<file path="src/rtl/function_plotter_pkg.sv">
// Shared token, operator and error definitions for the expression front end,
// rpn_encoder and stack_machine.
package function_plotter_pkg;

  localparam int OPERATOR_WIDTH = 3;

  localparam logic [2:0] TOK_NUM    = 3'd0;
  localparam logic [2:0] TOK_VAR_X  = 3'd1;
  localparam logic [2:0] TOK_OP     = 3'd2;
  localparam logic [2:0] TOK_LPAREN = 3'd3;
  localparam logic [2:0] TOK_RPAREN = 3'd4;
  localparam logic [2:0] TOK_END    = 3'd5;

  localparam logic [OPERATOR_WIDTH-1:0] OP_ADD    = 3'd0;
  localparam logic [OPERATOR_WIDTH-1:0] OP_SUB    = 3'd1;
  localparam logic [OPERATOR_WIDTH-1:0] OP_MUL    = 3'd2;
  localparam logic [OPERATOR_WIDTH-1:0] OP_DIV    = 3'd3;
  localparam logic [OPERATOR_WIDTH-1:0] OP_POW    = 3'd4;
  localparam logic [OPERATOR_WIDTH-1:0] OP_PUSH_X = 3'd7;

  localparam logic [1:0] ERR_BAD_TOKEN  = 2'd0;
  localparam logic [1:0] ERR_QUEUE_OVF  = 2'd1;
  localparam logic [1:0] ERR_STACK_OVF  = 2'd2;
  localparam logic [1:0] ERR_PAREN      = 2'd3;

  // Op stack entry: bit 3 marks an open parenthesis, bits [2:0] hold the op code.
  localparam logic [3:0] STACK_LPAREN = 4'b1000;

  typedef enum logic [2:0] {
    S_IDLE, S_ACCEPT, S_POP_OPS, S_POP_PAREN, S_FLUSH, S_DONE, S_ERROR
  } enc_state_t;

  function automatic logic [1:0] prec(input logic [OPERATOR_WIDTH-1:0] op);
    case (op)
      OP_ADD, OP_SUB: prec = 2'd1;
      OP_MUL, OP_DIV: prec = 2'd2;
      OP_POW:         prec = 2'd3;
      default:        prec = 2'd0;
    endcase
  endfunction

  function automatic logic right_assoc(input logic [OPERATOR_WIDTH-1:0] op);
    right_assoc = (op == OP_POW);
  endfunction

endpackage

</file>
<file path="src/rtl/rpn_encoder_op_stack.sv">
// LIFO of 4-bit operator/paren entries; top is combinational from the storage.
module op_stack
  import function_plotter_pkg::*;
#(
  parameter int OP_STACK_SIZE = 16
) (
  input  logic       clk,
  input  logic       rst_n,
  input  logic       clear,
  input  logic       push,
  input  logic       pop,
  input  logic [3:0] push_data,
  output logic [3:0] top,
  output logic       empty,
  output logic       full
);

  localparam int PW = $clog2(OP_STACK_SIZE);
  localparam logic [PW:0] ONE = 1;
  localparam logic [PW:0] DEPTH = OP_STACK_SIZE;

  logic [3:0]  mem [OP_STACK_SIZE];
  logic [PW:0] count;
  logic [PW:0] top_idx;

  assign empty   = (count == '0);
  assign full    = (count == DEPTH);
  assign top_idx = count - ONE;
  assign top     = empty ? 4'd0 : mem[top_idx[PW-1:0]];

  always_ff @(posedge clk or negedge rst_n) begin
    if (!rst_n) begin
      count <= '0;
    end else if (clear) begin
      count <= '0;
    end else if (push && !full) begin
      count <= count + ONE;
    end else if (pop && !empty) begin
      count <= count - ONE;
    end
  end

  // Storage needs no reset: entries above count are never read.
  always_ff @(posedge clk) begin
    if (push && !full && !clear) mem[count[PW-1:0]] <= push_data;
  end

endmodule

</file>
<file path="src/rtl/rpn_encoder.sv">
// Shunting-yard infix-to-RPN encoder: accepts tokens, writes one RPN queue entry
// per cycle and reports the final queue length.
module rpn_encoder
  import function_plotter_pkg::*;
#(
  parameter int INTEGER_PART_WIDTH    = 8,
  parameter int FRACTIONAL_PART_WIDTH = 8,
  parameter int NUMBER_WIDTH          = INTEGER_PART_WIDTH + FRACTIONAL_PART_WIDTH,
  parameter int OUTPUT_VALUE_WIDTH    = NUMBER_WIDTH + 1,
  parameter int OUTPUT_QUEUE_SIZE     = 64,
  parameter int OP_STACK_SIZE         = 16
) (
  input  logic                                 clk,
  input  logic                                 rst_n,
  input  logic                                 start,
  input  logic                                 tok_valid,
  output logic                                 tok_ready,
  input  logic [2:0]                           tok_kind,
  input  logic [NUMBER_WIDTH-1:0]              tok_value,
  output logic                                 q_wr_en,
  output logic [$clog2(OUTPUT_QUEUE_SIZE)-1:0] q_wr_addr,
  output logic [OUTPUT_VALUE_WIDTH-1:0]        q_wr_data,
  output logic [$clog2(OUTPUT_QUEUE_SIZE):0]   output_queue_p,
  output logic                                 busy,
  output logic                                 done,
  output logic                                 error,
  output logic [1:0]                           err_code
);

  localparam int AW = $clog2(OUTPUT_QUEUE_SIZE);
  localparam logic [AW:0] QUEUE_FULL = OUTPUT_QUEUE_SIZE;
  localparam logic [AW:0] ONE = 1;

  enc_state_t state, state_next;
  logic [2:0] pending, pending_next;
  logic       st_push, st_pop, st_clear, st_empty, st_full;
  logic [3:0] st_push_data, st_top;
  logic       wr, err_set;
  logic [1:0] err_val;
  logic [OUTPUT_VALUE_WIDTH-1:0] wr_data;
  logic       tok_fire;

  op_stack #(.OP_STACK_SIZE(OP_STACK_SIZE)) u_op_stack (
    .clk(clk), .rst_n(rst_n), .clear(st_clear), .push(st_push), .pop(st_pop),
    .push_data(st_push_data), .top(st_top), .empty(st_empty), .full(st_full)
  );

  function automatic logic [OUTPUT_VALUE_WIDTH-1:0] op_word(input logic [2:0] code);
    op_word = '0;
    op_word[OUTPUT_VALUE_WIDTH-1] = 1'b1;
    op_word[2:0] = code;
  endfunction

  // True when the stacked operator must be output before incoming operator o.
  function automatic logic must_pop(input logic [3:0] top, input logic empty,
                                    input logic [2:0] o);
    must_pop = !empty && !top[3] &&
               ((prec(top[2:0]) > prec(o)) ||
                ((prec(top[2:0]) == prec(o)) && !right_assoc(o)));
  endfunction

  assign tok_fire = tok_valid && tok_ready;

  always_comb begin
    state_next   = state;
    pending_next = pending;
    st_push      = 1'b0;
    st_pop       = 1'b0;
    st_clear     = 1'b0;
    st_push_data = 4'd0;
    wr           = 1'b0;
    wr_data      = '0;
    err_set      = 1'b0;
    err_val      = ERR_BAD_TOKEN;
    if (start) begin
      state_next = S_ACCEPT;
      st_clear   = 1'b1;
    end else begin
      case (state)
        S_ACCEPT: if (tok_fire) begin
          case (tok_kind)
            TOK_NUM: begin
              wr = 1'b1;
              wr_data = OUTPUT_VALUE_WIDTH'(tok_value);
            end
            TOK_VAR_X: begin
              wr = 1'b1;
              wr_data = op_word(OP_PUSH_X);
            end
            TOK_OP: begin
              if (tok_value[2:0] > OP_POW) begin
                err_set = 1'b1;
                err_val = ERR_BAD_TOKEN;
              end else if (must_pop(st_top, st_empty, tok_value[2:0])) begin
                pending_next = tok_value[2:0];
                state_next   = S_POP_OPS;
              end else if (st_full) begin
                err_set = 1'b1;
                err_val = ERR_STACK_OVF;
              end else begin
                st_push = 1'b1;
                st_push_data = {1'b0, tok_value[2:0]};
              end
            end
            TOK_LPAREN: begin
              if (st_full) begin
                err_set = 1'b1;
                err_val = ERR_STACK_OVF;
              end else begin
                st_push = 1'b1;
                st_push_data = STACK_LPAREN;
              end
            end
            TOK_RPAREN: state_next = S_POP_PAREN;
            TOK_END:    state_next = S_FLUSH;
            default: begin
              err_set = 1'b1;
              err_val = ERR_BAD_TOKEN;
            end
          endcase
        end
        S_POP_OPS: begin
          if (must_pop(st_top, st_empty, pending)) begin
            st_pop  = 1'b1;
            wr      = 1'b1;
            wr_data = op_word(st_top[2:0]);
          end else if (st_full) begin
            err_set = 1'b1;
            err_val = ERR_STACK_OVF;
          end else begin
            st_push      = 1'b1;
            st_push_data = {1'b0, pending};
            state_next   = S_ACCEPT;
          end
        end
        S_POP_PAREN: begin
          if (st_empty) begin
            err_set = 1'b1;
            err_val = ERR_PAREN;
          end else if (st_top[3]) begin
            st_pop     = 1'b1;
            state_next = S_ACCEPT;
          end else begin
            st_pop  = 1'b1;
            wr      = 1'b1;
            wr_data = op_word(st_top[2:0]);
          end
        end
        S_FLUSH: begin
          if (st_empty) begin
            state_next = S_DONE;
          end else if (st_top[3]) begin
            err_set = 1'b1;
            err_val = ERR_PAREN;
          end else begin
            st_pop  = 1'b1;
            wr      = 1'b1;
            wr_data = op_word(st_top[2:0]);
          end
        end
        default: ;
      endcase
      // A full queue cancels the write and anything that came with it.
      if (wr && (output_queue_p == QUEUE_FULL)) begin
        wr      = 1'b0;
        st_pop  = 1'b0;
        st_push = 1'b0;
        err_set = 1'b1;
        err_val = ERR_QUEUE_OVF;
      end
      if (err_set) state_next = S_ERROR;
    end
  end

  always_ff @(posedge clk or negedge rst_n) begin
    if (!rst_n) begin
      state          <= S_IDLE;
      pending        <= 3'd0;
      tok_ready      <= 1'b0;
      q_wr_en        <= 1'b0;
      q_wr_addr      <= '0;
      q_wr_data      <= '0;
      output_queue_p <= '0;
      busy           <= 1'b0;
      done           <= 1'b0;
      error          <= 1'b0;
      err_code       <= 2'd0;
    end else begin
      state     <= state_next;
      pending   <= pending_next;
      q_wr_en   <= wr;
      tok_ready <= (state_next == S_ACCEPT);
      busy      <= (state_next == S_ACCEPT) || (state_next == S_POP_OPS) ||
                   (state_next == S_POP_PAREN) || (state_next == S_FLUSH);
      done      <= (state_next == S_DONE);
      error     <= (state_next == S_ERROR);
      if (st_clear) begin
        output_queue_p <= '0;
        err_code       <= 2'd0;
      end else begin
        if (wr) begin
          q_wr_addr      <= output_queue_p[AW-1:0];
          q_wr_data      <= wr_data;
          output_queue_p <= output_queue_p + ONE;
        end
        if (err_set) err_code <= err_val;
      end
    end
  end

endmodule

</file>
<file path="config.mk">
export PLATFORM = sky130hd
export DESIGN_NAME = rpn_encoder
export DESIGN_NICKNAME = d
export VERILOG_FILES = /design/src/rtl/function_plotter_pkg.sv /design/src/rtl/rpn_encoder_op_stack.sv /design/src/rtl/rpn_encoder.sv
export SDC_FILE = /design/constraint.sdc
export NUM_CORES = 1
export LEC_CHECK = 0
export CAP_MARGIN = 25
export CORE_ASPECT_RATIO = 2
export CORE_MARGIN = 5
export CORE_UTILIZATION = 50
export CTS_BUF_LIST = sky130_fd_sc_hd__clkbuf_2 sky130_fd_sc_hd__clkbuf_4 sky130_fd_sc_hd__clkbuf_8
export CTS_CLUSTER_DIAMETER = 60
export CTS_CLUSTER_SIZE = 16
export DETAILED_ROUTE_END_ITERATION = 7
export PLACE_DENSITY = 0.75
export REMOVE_ABC_BUFFERS = 1
export SYNTH_ARGS = -nofsm -noshare
export SYNTH_HDL_FRONTEND = slang
export SYNTH_HIERARCHICAL = 1
export SYNTH_SLANG_ARGS = --single-unit
</file>
<file path="constraint.sdc">
create_clock -name clk -period 7 [get_ports clk]
set_input_delay 1.4 -clock clk [delete_from_list [all_inputs] [get_ports clk]]
set_output_delay 1.4 -clock clk [all_outputs]
set_load 0.005 [all_outputs]
</file>
Word level (Yosys, flattened, before mapping). Memory sizes are Yosys's and may differ from the RTL's. Index checks and enable logic that the tools add are counted.

RAM bits: 64. Memories kept: 1. Flip-flop bits (word level): 48. Input port bits: 23. Memory bits (read-only): 0. Output and inout bits: 37. Latch bits: 0. Logic and storage cells: 197.

Bitwise operators: 3. Reductions and logical operators: 40. Muxes and demuxes: 104. Div/mod/pow operators: 0. Add/subtract/negate cells: 3. Shift-type cells: 0. Multipliers: 0. Order comparisons: 3. Equal/unequal tests: 31.

Memories: u_op_stack.mem (words 16, bits a word 4, rd ports 1, clocked after memory_dff 0, wr ports 1, line rpn_encoder_op_stack.sv:22) `logic [3:0] mem [OP_STACK_SIZE];`.

Operators by type and width (count): two-way mux 17 bit (5); two-way mux 2 bit (26); one-hot mux 17 bit (3 select lines) (1); two-way mux 3 bit (15); == test 3 x 2 -> 1 bit, second input constant (12); one-hot mux 17 bit (2 select lines) (1); two-way mux 1 bit (32); == test 3 bit, second input constant (9); == test 3 x 1 -> 1 bit, second input constant (6); one-hot mux 2 bit (3 select lines) (3); two-way mux 4 bit (4); one-hot mux 4 bit (2 select lines) (2); OR reduction 2 bit (8); two-way mux 5 bit (3); two-way mux 7 bit (2); logical NOT 3 bit (4); one-hot mux 3 bit (4 select lines) (1); logical AND 1 bit (10); one-hot mux 1 bit (3 select lines) (3); one-hot mux 3 bit (3 select lines) (1); one-hot mux 2 bit (4 select lines) (1); adder 7 x 1 -> 7 bit, second input constant (1); == test 7 bit, second input constant (1); logical NOT 1 bit (6); 17 further kinds (27).

Longest topological paths before layout. Gate-level depths: netlist (run 1). An unclocked memory read counts as a cell.

Word-level depth: 28. Depth in mapped cells: 20. Depth with buffers taken out: 18.

Modules after synthesis. Netlist (run 1), hierarchy kept.

By module, submodules not included: op_stack (cells an instance 178, sequential area each 2047.0 um2, times used 1, area each 3029.2 um2); rpn_encoder (cells an instance 282, sequential area each 1076.0 um2, times used 1, area each 2494.9 um2).

Least setup slack after synthesis (run 1). OpenSTA, ideal clock, no wires.

Path type: register -> register. From: register u_op_stack.count[0]. To: memory u_op_stack.mem[1][0] (enable). Cell stages (with the launch flop): 20. Library setup time: 361 ps. Slack: 1880 ps. Data required time: 6639 ps. Arrival time: 4759 ps. Cell sequence: dfrtp_1 buf_2 inv_1 ha_1 clkbuf_1 mux4_2 mux2i_1 o22ai_1 mux2_2 ha_1 nor2_1 a2111oi_4 and2_1 nor4_1 a21oi_1 nor2_1 inv_1 nor3_1 nand2_1 nor3_1.

Longest elaborated chain between the ends: 26. Elaborated cells on any way between the ends: 53. Classes of those cells: 1 x add/sub; 2 x order compare; 7 x eq/ne; 25 x mux; 17 x reduce/logical; 1 x memory.

RTL lines: start: declaration (line rpn_encoder_op_stack.sv:23) `logic [PW:0] count;`; start signal: assignment (line rpn_encoder_op_stack.sv:37) `count <= count + ONE;`; start signal: assignment (line rpn_encoder_op_stack.sv:39) `count <= count - ONE;`; subtractor 5 x 1 -> 5 bit (line rpn_encoder_op_stack.sv:28) `assign top_idx = count - ONE;`; memory (16 x 4 bit); two-way mux 4 bit * (line rpn_encoder_op_stack.sv:29) `assign top = empty ? 4'd0 : mem[top_idx[PW-1:0]];`; net st_top[2] (line rpn_encoder.sv:37) `logic [3:0] st_push_data, st_top;`; == test 3 x 2 -> 1 bit (tied with other cells) (line function_plotter_pkg.sv:34) `case (op)`; OR reduction 2 bit (line function_plotter_pkg.sv:34); one-hot mux 2 bit (3 select lines) * (line function_plotter_pkg.sv:34); two-way mux 2 bit (line rpn_encoder.sv:91) `if (tok_value[2:0] > OP_POW) begin`; (+11 left out); two-way mux 1 bit (line rpn_encoder.sv:80) `S_ACCEPT: if (tok_fire) begin`; one-hot mux 1 bit (2 select lines) (line rpn_encoder.sv:79) `case (state)`; two-way mux 1 bit * (line rpn_encoder.sv:164) `if (wr && (output_queue_p == QUEUE_FULL)) begin`; two-way mux 1 bit * (line rpn_encoder.sv:75) `if (start) begin`; net st_push (line rpn_encoder.sv:36) `logic st_push, st_pop, st_clear, st_empty, st_full;`; logical AND 1 bit * (2 in a row) (line rpn_encoder_op_stack.sv:45) `if (push && !full && !clear) mem[count[PW-1:0]] <= push_data;`; two-way mux 1 bit * (line rpn_encoder_op_stack.sv:45); two-way mux 1 bit (not written as such) * (line rpn_encoder_op_stack.sv:45); end: declaration (line rpn_encoder_op_stack.sv:22).

Mark *: on every way through the listed nets, which the timed path passes. The rest lies on a longest branch. The select of a mux whose other input is x is not followed.

Final worst setup path (run 1).
From: register u_op_stack.count[1]. To: memory u_op_stack.mem[1][1] (enable).

The elaborated chain is that of the path after synthesis.

==> metrics, run 1 <==
status complete, no violations; DRT Pass-1 Iters 5; Slew Limit Fails 0; Placed Cells 642; DP HPWL 10,000 µm; antenna violation net count after detailed routing 0; max_slew headroom 44.1%; f_max 166 MHz; Clock Skew 0.0132 ns; Setup CP Type flip-flop to flip-flop; die area 13,400 µm²; Critical Path Sink Type flip-flop; CP arrival 6.07 ns; P&R area growth vs syn 16.7%; Syn Inst Count 460; Hold Buf Count CTS 0; Crit Reg-Reg Endpoint u_op_stack/mem[1][1]$_DFFE_PP_; slowest CP cell ha_1; initial drt markers 220; MaxCap Viol Count 0; Synth cell types 67; first-pass GRT wire length 20,300 µm; I/O pins 60; CTS resizes 0; grt total ovfl 0; setup_tns 0 ns; drt total wl 13,000 µm; number of H-tree levels 3; R2R depth 18; leak pwr 2.43 nW; worst hold path type flip-flop to flip-flop; DRC violations left 0; Worst Setup SP u_op_stack/count[1]$_DFFE_PN0P_; CTS tree built; most frequent cells in the layout 64 x edfxtp_1, 58 x clkdlybuf4s50_1, 51 x nor2_1, 48 x nand2_1, 48 x dfrtp_1; CTS Buf Count 9; sequential fraction of the synthesis area 56.5%; die width 84.3 µm; final hold vios 0; final std cells w/o fill 659; Startpoint Class flip-flop; antenna cells 0; Min Hold Slack 0.492 ns; Setup Viol. Count Final 0; RePlAce Congestion 0.906; ys flop type edfxtp_1; layout cells sized above 1 12.3%; Power Dens Cells 234 nW/µm²; WL per Instance 19.7 µm; Slew @ Worst Pin 0.835 ns; Max FO, Critical Path 20; CTS Sinks 112; commonest non-fill, non-tap cell in the layout edfxtp_1; Post-Syn Area 5520 µm²; crit-path cells inv_1, ha_1, mux4_2, mux2i_1, o22ai_1, nor2_1, mux2_2, ha_1, nor2_1, a2111oi_4, and2_1, nor4_1, a21oi_1, nor2_1, inv_1, nor3_1, nand2_1, nor3_1; Max stage delay on crit path 0.78 ns; yosys warns 6; number of enable flip-flop cells after synthesis 64; largest net degree at the start of global routing 49; CP most frequent cell nor2_1; IO buf count 59; RSZ-0062 raised after global routing no; maximum root-to-sink buffer count 2; Placement Setup Slack 1.04 ns; average vias per placed instance 5.84; number of post-CTS setup repair buffers 0; Tcrit/Tclk final 86.2%; Final WS setup 0.964 ns; clk slew on worst S/H paths 0.11 ns; worst skew pair latency 0.39 ns; Tmin final 6.04 ns; Final Power 0.00151 W; number of global-route vias before repair 3,918; core area 10,900 µm²; syn_area_per_cell 12.0 µm²; Root Driver clkbuf_8; nets 548; flop-to-flop setup slack 0.96 ns; crit path capture u_op_stack/mem[1][1]$_DFFE_PP_; Core Rows 54; initial antenna violation count 0; CP Data Required Time 7.04 ns; vias post-DR 3,849; register bit total from synthesis 112; Max VDD drop 0.129 mV; total track usage 19.9%; starting density of the core 50.8%; Post-synth ARST share 42.9%; die height 159 µm; origin of the critical flop-to-flop path u_op_stack/count[1]$_DFFE_PN0P_
==> per-layer routing <==
layer | up-vias | GRT usage [%] | wire length [µm]
met5 | - | 0 | 0
met4 | 0 | 11.7 | 662
met3 | 46 | 3.37 | 570
met2 | 136 | 38.7 | 7340
met1 | 1865 | 19.1 | 4410
li1 | 1802 | - | -
==> cell usage after synthesis, types with 4 or more instances <==
master / instances / area (µm²)
mux2i_1: 12 / 120
nor2b_1: 5 / 31.3
o21ai_0: 29 / 145
a31oi_1: 6 / 37.5
nor4_1: 4 / 25.0
edfxtp_1: 64 / 1920
nor2_1: 51 / 191
a21oi_1: 16 / 80.1
mux4_2: 16 / 360
nand2_1: 48 / 180
nand3_1: 9 / 45.0
buf_2: 7 / 35.0
mux2_2: 6 / 67.6
nor3_1: 9 / 45.0
inv_1: 13 / 48.8
ha_1: 11 / 138
xnor2_1: 4 / 35.0
dfrtp_1: 48 / 1200
and3_1: 6 / 37.5
nand2b_1: 5 / 31.3
clkbuf_1: 14 / 52.6
o22ai_1: 4 / 25.0
xor2_1: 4 / 35.0
==> worst max-delay path, delay by kind of cell (launching register included) <==
| family | cells | cell delay [ns] |
|---|---|---|
| flops | 1 | 0.46 |
| simple gates | 8 | 2.54 |
| buf+inv | 2 | 0.26 |
| mux | 3 | 0.74 |
| compound gates | 3 | 0.54 |
| fa+ha+maj | 2 | 1.13 |
==> how the worst min path moves through the flow <==
stage          cells past startpoint  slack (ns)                     start                  endpoint
6_report                           2        0.49  q_wr_addr[0]$_DFFE_PN0P_  q_wr_addr[0]$_DFFE_PN0P_
5_1_grt                            2        0.51  q_wr_addr[0]$_DFFE_PN0P_  q_wr_addr[0]$_DFFE_PN0P_
4_1_cts                            2        0.50  q_wr_addr[0]$_DFFE_PN0P_  q_wr_addr[0]$_DFFE_PN0P_
3_5_place_dp                       2        0.47  q_wr_data[0]$_DFFE_PN0P_  q_wr_data[0]$_DFFE_PN0P_
3_3_place_gp                       2        0.46  q_wr_addr[0]$_DFFE_PN0P_  q_wr_addr[0]$_DFFE_PN0P_
2_1_floorplan                      2        0.47  q_wr_addr[0]$_DFFE_PN0P_  q_wr_addr[0]$_DFFE_PN0P_
==> layout make-up <==
type	instances	area, µm²
Clock buffer	9	124
Clock inverter	7	76.3
Fill cell	878	4430
Inverter	13	48.8
Multi-Input combinational cell	311	2230
Sequential cell	112	3120
Tap cell	140	175
Timing Repair Buffer	67	669
==> report_power, final <==
| group | leakage [nW] | internal [W] | switching [W] |
|---|---|---|---|
| registers | 1.30 | 0.000731 | 0.0000444 |
| clock network | 0.103 | 0.000144 | 0.000242 |
| logic | 1.02 | 0.000169 | 0.000180 |
| total | 2.43 | 0.00104 | 0.000467 |
==> cells by family after synthesis <==
logic type / Yosys count / synth area share, %
AND/OR/NAND/NOR: 166 / 15.0
flip-flops: 112 / 56.5
AO/OA/AOI/OAI: 88 / 10.7
buffers and inverters: 37 / 3.08
multiplexers: 37 / 10.6
adder cells (fa/ha/maj): 11 / 2.49
XOR/XNOR: 9 / 1.56
==> state kept, by name, indices dropped and copies added, names as in the netlist <==
register and count:
u_op_stack/mem 64, busy 1, err_code 2, u_op_stack/count 5
q_wr_en 1, done 1, q_wr_addr 6, output_queue_p 7
state 3, error 1, q_wr_data 17, pending 3
tok_ready 1
==> metrics by stage <==
step           instance area [µm²]  utilization [%]
2_1_floorplan                 5400                -
6_report                      6450             59.3
5_1_grt                       6450             59.3
3_3_place_gp                  6190             56.9
3_5_place_dp                  6230             57.2
4_1_cts                       6430             59.1
No activity file was read; power rests on OpenSTA's default activity.
==> run 2: changes to the inputs <==
- SLEW_MARGIN: not set -> 25
==> metrics, run 2 (same netlist as run 1, synthesis figures left out) <==
core area 10,900 µm² (unchanged); number of H-tree levels 3 (unchanged); Setup Viol. Count Final 0 (unchanged); final hold vios 0 (unchanged); CTS tree built; starting density of the core 50.8% (unchanged); Tmin final 5.98 ns (-0.0515 ns); final core utilization 58.9% (-0.36 points); DRC violations left 0 (unchanged); antenna violation net count after detailed routing 0 (unchanged); Final WS setup 1.02 ns (+0.0515 ns); MaxCap Viol Count 0 (unchanged); P&R area growth vs syn 16.0%; Core Rows 54 (unchanged); Pint 0.00104 W (about the same); Clock Skew 0.0176 ns (+0.00441 ns); number of global-route vias before repair 3,897 (-0.54%); die width 84.3 µm (unchanged); initial drt markers 174 (-21%); worst hold path type flip-flop to flip-flop; total track usage 19.5% (-0.31 points); Slew @ Worst Pin 0.814 ns (-0.0217 ns); Setup CP Type flip-flop to flip-flop; final std cells w/o fill 655 (-0.61%); I/O pins 60 (unchanged); DP HPWL 9860 µm (-1.5%); first-pass GRT wire length 20,000 µm (-1.4%); layout cells sized above 1 12.2% (-0.098 points); Max stage delay on crit path 0.79 ns (about the same); most frequent cells in the layout 64 x edfxtp_1, 58 x clkdlybuf4s50_1, 48 x nor2_1, 48 x nand2_1, 48 x dfrtp_1; Max VDD drop 0.136 mV (+5.5%); antenna cells 0 (unchanged); Comb pwr share 23.0% (about the same); CP most frequent cell nor2_1; grt total ovfl 0 (unchanged); Sw Ratio 30.9% (+0.064 points); status complete, no violations; CTS resizes 0 (unchanged); setup_tns 0 ns (unchanged); number of post-CTS setup repair buffers 0 (unchanged); final non-filler cell area 6410 µm² (-0.60%); Tcrit/Tclk final 85.5% (-0.74 points); leak pwr 2.40 nW (-1.1%); maximum root-to-sink buffer count 2 (unchanged); P_sw 0.000468 W (+0.24%); clk slew on worst S/H paths 0.12 ns (about the same); CTS Sinks 112 (unchanged); CP arrival 6.02 ns (-0.05 ns); Power Dens Cells 236 nW/µm² (+0.64%); Slew Limit Fails 0 (unchanged); vias post-DR 3,824 (-0.65%); RePlAce Congestion 0.906 (unchanged); IO buf count 59 (unchanged); Critical Path Sink Type flip-flop; die area 13,400 µm² (unchanged); nets 544 (-0.73%); RSZ-0062 raised after global routing no; f_max 167 MHz (+0.86%); slowest CP cell ha_1; worst skew pair latency 0.39 ns (about the same); Placed Cells 639 (-0.47%); max_slew headroom 45.6% (+1.5 points); Hold Buf Count CTS 0 (unchanged); Placement Setup Slack 1.11 ns (+0.0644 ns); crit-path cells inv_1, ha_1, mux4_2, mux2i_1, o22ai_1, nor2_1, mux2_2, ha_1, nor2_1, a2111oi_4, and2_1, nor4_1, a21oi_1, nor2_1, inv_1, nor3_1, nand2_1, nor3_1; Root Driver clkbuf_8; commonest non-fill, non-tap cell in the layout edfxtp_1; CP Data Required Time 7.03 ns (about the same); Fill cells 883 (+0.57%); register share of total power 51.3% (about the same); max FFs per register 64 (unchanged); largest net degree at the start of global routing 49 (unchanged); Max FO, Critical Path 20 (unchanged); die height 159 µm (unchanged); average vias per placed instance 5.84 (about the same); CTS Buf Count 9 (unchanged); initial antenna violation count 0 (unchanged); Clock power frac 25.7% (+0.2 points); WL per Instance 19.4 µm (-1.3%); area post-placement 6200 µm² (-0.42%); Startpoint Class flip-flop; DRT Pass-1 Iters 5 (unchanged); drt total wl 12,700 µm (-1.9%)
-- run 2: area by class of cell --
| cell class | instances | area, µm² | area share [%] |
|---|---|---|---|
| clock inverters | 7 | 81.3 | 1.27 |
| repair buffers | 63 | 618 | 9.64 |
| multi-input cells | 311 | 2240 | 34.9 |
| clock buffers | 9 | 124 | 1.93 |
| flip-flops and latches | 112 | 3120 | 48.7 |
| well taps | 140 | 175 | 2.73 |
| inverters | 13 | 48.8 | 0.761 |
-- run 2: final timing paths --
check                                                start  cells after the start  slack (ns)                              to
min reg2reg                       q_wr_data[0]$_DFFE_PN0P_                      2        0.49        q_wr_data[0]$_DFFE_PN0P_
min                               q_wr_data[0]$_DFFE_PN0P_                      2        0.49        q_wr_data[0]$_DFFE_PN0P_
max reg2reg                u_op_stack/count[1]$_DFFE_PN0P_                     18        1.02  u_op_stack/mem[3][3]$_DFFE_PP_
max                        u_op_stack/count[1]$_DFFE_PN0P_                     18        1.02  u_op_stack/mem[3][3]$_DFFE_PP_
min in group asynchronous                            rst_n                      1        0.98        q_wr_addr[3]$_DFFE_PN0P_
max in group asynchronous                            rst_n                      1        5.59       q_wr_data[15]$_DFFE_PN0P_
-- run 2: power by group through the flow --
stage	clock network, W	logic, W	registers (W)
final	0.000388	0.000348	0.000775
after global routing	0.000420	0.000385	0.000782
after CTS	0.000396	0.000350	0.000775
after detailed placement	0	0.000348	0.000789
after global placement	0	0.000339	0.000787
after floorplan	0	0.000207	0.000785
-- run 2: through the flow --
stage,hold WS [ns],power [W]
2_1_floorplan,0.473,0.000992
3_3_place_gp,0.463,0.00113
3_5_place_dp,0.470,0.00114
4_1_cts,0.496,0.00152
5_1_grt,0.516,0.00159
6_report,0.493,0.00151
-- run 2: worst max-delay path: cells and delay by family (launching register included) --
kind	cells	cell delay (ns)
AOI/OAI and AO/OA	3	0.53
buffers and inverters	2	0.27
adders and majority gates	2	1.13
and+or+nand+nor	8	2.48
muxes	3	0.71
DFF	1	0.47
-- run 2: metal layers --
metal / GRT usage [%] / part of all wire, % / vias to the layer above
met5: 0 / 0 / -
met4: 11.2 / 4.8 / 0
met3: 3.52 / 4.0 / 38
met2: 38.1 / 56 / 118
met1: 18.8 / 35 / 1874
li1: - / - / 1794
